File: src/rtl/decrypt_pkg.sv
// rtl/decrypt_pkg.sv - shared width, slot type and token decode function for the exit-side decoder
// Optional build macro: DECRYPT_ROTATE_EN (adds rotate-right by one after the XOR)
package decrypt_pkg;

  localparam int DEFAULT_WIDTH = 3;

  typedef logic [DEFAULT_WIDTH-1:0] park_num_t;

  function automatic park_num_t decode_park(input park_num_t token, input park_num_t pattern);
    park_num_t x;
    x = token ^ pattern;
`ifdef DECRYPT_ROTATE_EN
    return {x[0], x[DEFAULT_WIDTH-1:1]};
`else
    return x;
`endif
  endfunction

endpackage

File: src/rtl/decrypt_core.sv
// rtl/decrypt_core.sv - combinational token decode (XOR with pattern, optional rotate)
// Optional build macro: DECRYPT_ROTATE_EN
module decrypt_core
  import decrypt_pkg::*;
#(
  parameter int WIDTH = DEFAULT_WIDTH
) (
  input  logic [WIDTH-1:0] token,
  input  logic [WIDTH-1:0] pattern,
  output logic [WIDTH-1:0] plain
);

  generate
    if (WIDTH == DEFAULT_WIDTH) begin : g_pkg
      // Default width shares the package definition with the encrypt side.
      assign plain = decode_park(token, pattern);
    end else begin : g_generic
      logic [WIDTH-1:0] x;
      assign x = token ^ pattern;
`ifdef DECRYPT_ROTATE_EN
      assign plain = {x[0], x[WIDTH-1:1]};
`else
      assign plain = x;
`endif
    end
  endgenerate

endmodule

File: src/rtl/decrypt.sv
// rtl/decrypt.sv - exit token decoder: one registered decode per cycle, outputs zeroed when idle
// Optional build macro: DECRYPT_ROTATE_EN (selects rotate-after-XOR decode in decrypt_core)
module decrypt
  import decrypt_pkg::*;
#(
  parameter int WIDTH = DEFAULT_WIDTH
) (
  input  logic             clk,
  input  logic             rst_n,
  input  logic             exit,
  input  logic [WIDTH-1:0] token,
  input  logic [WIDTH-1:0] pattern,
  output logic [WIDTH-1:0] park_number,
  output logic             park_valid
);

  logic [WIDTH-1:0] plain;

  decrypt_core #(.WIDTH(WIDTH)) u_core (
    .token   (token),
    .pattern (pattern),
    .plain   (plain)
  );

  // Idle cycles clear the slot number so a stale value is never visible.
  always_ff @(posedge clk) begin
    if (!rst_n) begin
      park_number <= '0;
      park_valid  <= 1'b0;
    end else if (exit) begin
      park_number <= plain;
      park_valid  <= 1'b1;
    end else begin
      park_number <= '0;
      park_valid  <= 1'b0;
    end
  end

endmodule

File: config.mk
export PLATFORM = sky130hd
export DESIGN_NAME = decrypt
export DESIGN_NICKNAME = d
export VERILOG_FILES = /design/src/rtl/decrypt_pkg.sv /design/src/rtl/decrypt_core.sv /design/src/rtl/decrypt.sv
export SDC_FILE = /design/constraint.sdc
export NUM_CORES = 1
export LEC_CHECK = 0
export ABC_AREA = 0
export BUFFER_PORTS_ARGS = -buffer_cell sky130_fd_sc_hd__buf_2
export CAP_MARGIN = 0
export CELL_PAD_IN_SITES_DETAIL_PLACEMENT = 1
export CELL_PAD_IN_SITES_GLOBAL_PLACEMENT = 2
export CORE_AREA = 2 2 39 41
export DETAILED_ROUTE_END_ITERATION = 16
export DIE_AREA = 0 0 41 43
export GPL_ROUTABILITY_DRIVEN = 0
export PLACE_DENSITY_LB_ADDON = 0.25
export SLEW_MARGIN = 30
export SYNTH_ARGS = -nofsm -noshare
export SYNTH_HDL_FRONTEND = slang
export SYNTH_SLANG_ARGS = --single-unit
File: constraint.sdc
create_clock -name clk -period 0.8 [get_ports clk]
set_input_delay 0.2 -clock clk [delete_from_list [all_inputs] [get_ports clk]]
set_output_delay 0.2 -clock clk [all_outputs]
set_load 0.05 [all_outputs]
==> results.tsv <==
metric	value	unit
# nets final	38	
Worst Hold Class	input port to register	
Chip Height	43	um
share of layout cells above drive strength 1	70.4	%
initial DRC count	0	
FFs w/ async S/R, synth	0	%
Power per Cell Area	2100	nW/um2
Setup-failing EPs final	4	
RSZ-0062 raised after global routing	true	
vias per std cell	3.12	
Final TNS setup	-0.353	ns
Post-synth EDFFs	0	
register area	85.1	um2
yosys warns	0	
Ports	13	
relative slew slack	91.0	%
Worst VDD drop	0.326	mV
Max Freq	1.12	GHz
slowest CP cell	dfxtp_2	
family with the most delay on the worst path	flip-flops	
Core Region	1380	um2
Worst Path Arrival	0.69	ns
Hold Fails Final Rpt	0	
n_diodes	0	
FP Rows	14	
CTS max path bufs	2	
unique cell type count in the Yosys netlist	5	
number of CTS-inserted buffers	3	
Starting Density	9.04	%
pre-CTS WS	0.0601	ns
Max H-tree Level	1	
startpoint types	register	
worst path bufs/invs	1	
met2 wire length	127	um
MaxCap Viol Count	0	
Post-Route WL	305	um
CTS tree	yes	
global-route wire length before repair	545	um
Final Instance Area	273	um2
clock sink count	4	
post-synth top area cell	dfxtp_1	
Final Cycle Share	112	%
antenna-violating nets left	0	
Worst-path clk slew	0.04	ns
WL/cell	7.09	um
status	complete, but fails checks	
CP Cell Sequence	buf_8	
fin crit period	0.892	ns
top-count cell post-synth	dfxtp_1	
area of the multi-input gates	41.3	um2
Fill cells	164	
Min Hold Slack	0.227	ns
Data required, critical path	0.60	ns
crit path capture type	output port	
placed inst area	205	um2
die width	41	um
Area contributors post-synth	dfxtp_1 64%, xnor2_1 21%, nor2_1 9.0%, inv_1 3.0%, nand2_1 3.0%	
TritonRoute pass-1 iters	1	
PortBufs	12	
cell area after synthesis	125	um2
Tightest Pin Transition	0.134	ns
syn_nets	21	
Area Growth Syn to Fin	118	%
crit-path max FO	1	
Worst Slack Setup Final	-0.0921	ns
die area	1760	um2
Tot GR Track Use	4.91	%
WL met1	136	um
CP Class	register to output port	
synthesized area per cell	10.4	um2
violated checks	setup timing	
largest net degree at the start of global routing	5	
GR Overflow Total	0	
Final Max Slew Viols	0	
initial antenna violation count	0	
sequential cell area fraction in the yosys report	64.0	%
most common flop cell mapped by yosys	dfxtp_1	
Yosys reg bits	4	
commonest cells in the netlist	4 x dfxtp_1, 3 x nor2_1, 3 x xnor2_1	
LEAKAGE	0.000130	uW
met3 wire len	41	um
post-synth top area share	64.0	%
Cells after Synth	12	
top layer in use	met3	
max incr delay on CP	0.32	ns
DRC violations left	0	
via count	134	
number of global-route vias before repair	155	
clk root buf	clkbuf_4	
==> cell type report <==
| type | instances | share of cell area, % |
|---|---|---|
| Clock buffer | 3 | 8.26 |
| Inverter | 1 | 1.38 |
| Multi-Input combinational cell | 7 | 15.1 |
| Sequential cell | 4 | 31.2 |
| Tap cell | 16 | 7.34 |
| Timing Repair Buffer | 12 | 36.7 |
==> timing repair <==
action | CTS | global route
endpoints found under the setup margin | 4 | 4
hold buffers | 0 | 0
resized for setup | 15 | 1
buffers inserted | 0 | 0
==> flip-flops by register name, summed over array words and instances, names as in the netlist <==
register     flops
park_valid       1
park_number      3
==> path summary, 6_finish.rpt <==
kind,from,endpoint,slack (ns),depth (start not counted)
setup / recovery,park_number[0],park_number[0],-0.09,1
hold / removal,token[0],park_number[0],0.23,3
==> cell usage in the layout (no fill, tap or decap) <==
cell type  n
clkbuf_4   3
buf_8      4
nand2_1    1
dfxtp_2    4
xnor2_1    3
nor2_1     3
buf_2      8
inv_1      1
==> tightest hold or removal path, stage by stage <==
cell and delay [ns]:
buf_2 0.08, xnor2_1 0.05, nor2_1 0.08
==> report_power, final <==
group | switching, uW | total (uW) | internal, uW
sequential | 6.54 | 220 | 214
clock | 73.9 | 241 | 167
combinational | 57.9 | 112 | 54.1
total | 138 | 573 | 435
==> kinds of logic after synthesis <==
logic type | after synthesis | synth area share (%)
xor+xnor | 3 | 21.0
buf+inv | 1 | 3.00
flops | 4 | 64.0
simple gates | 4 | 12.0
==> through the flow <==
stage	utilization [%]	std cells	total power, uW
4_1_cts	19.4	43	592
6_report	19.7	43	573
3_5_place_dp	14.8	40	310
5_1_grt	19.7	43	612
2_1_floorplan	-	12	275
3_3_place_gp	14.8	40	307
==> metal layers <==
layer,track usage (%),vias to the layer above
met5,0,-
met4,6.00,0
met1,5.75,56
met2,5.94,13
li1,-,65
met3,1.57,0
Note: power is estimated with default switching activity, not from simulation.
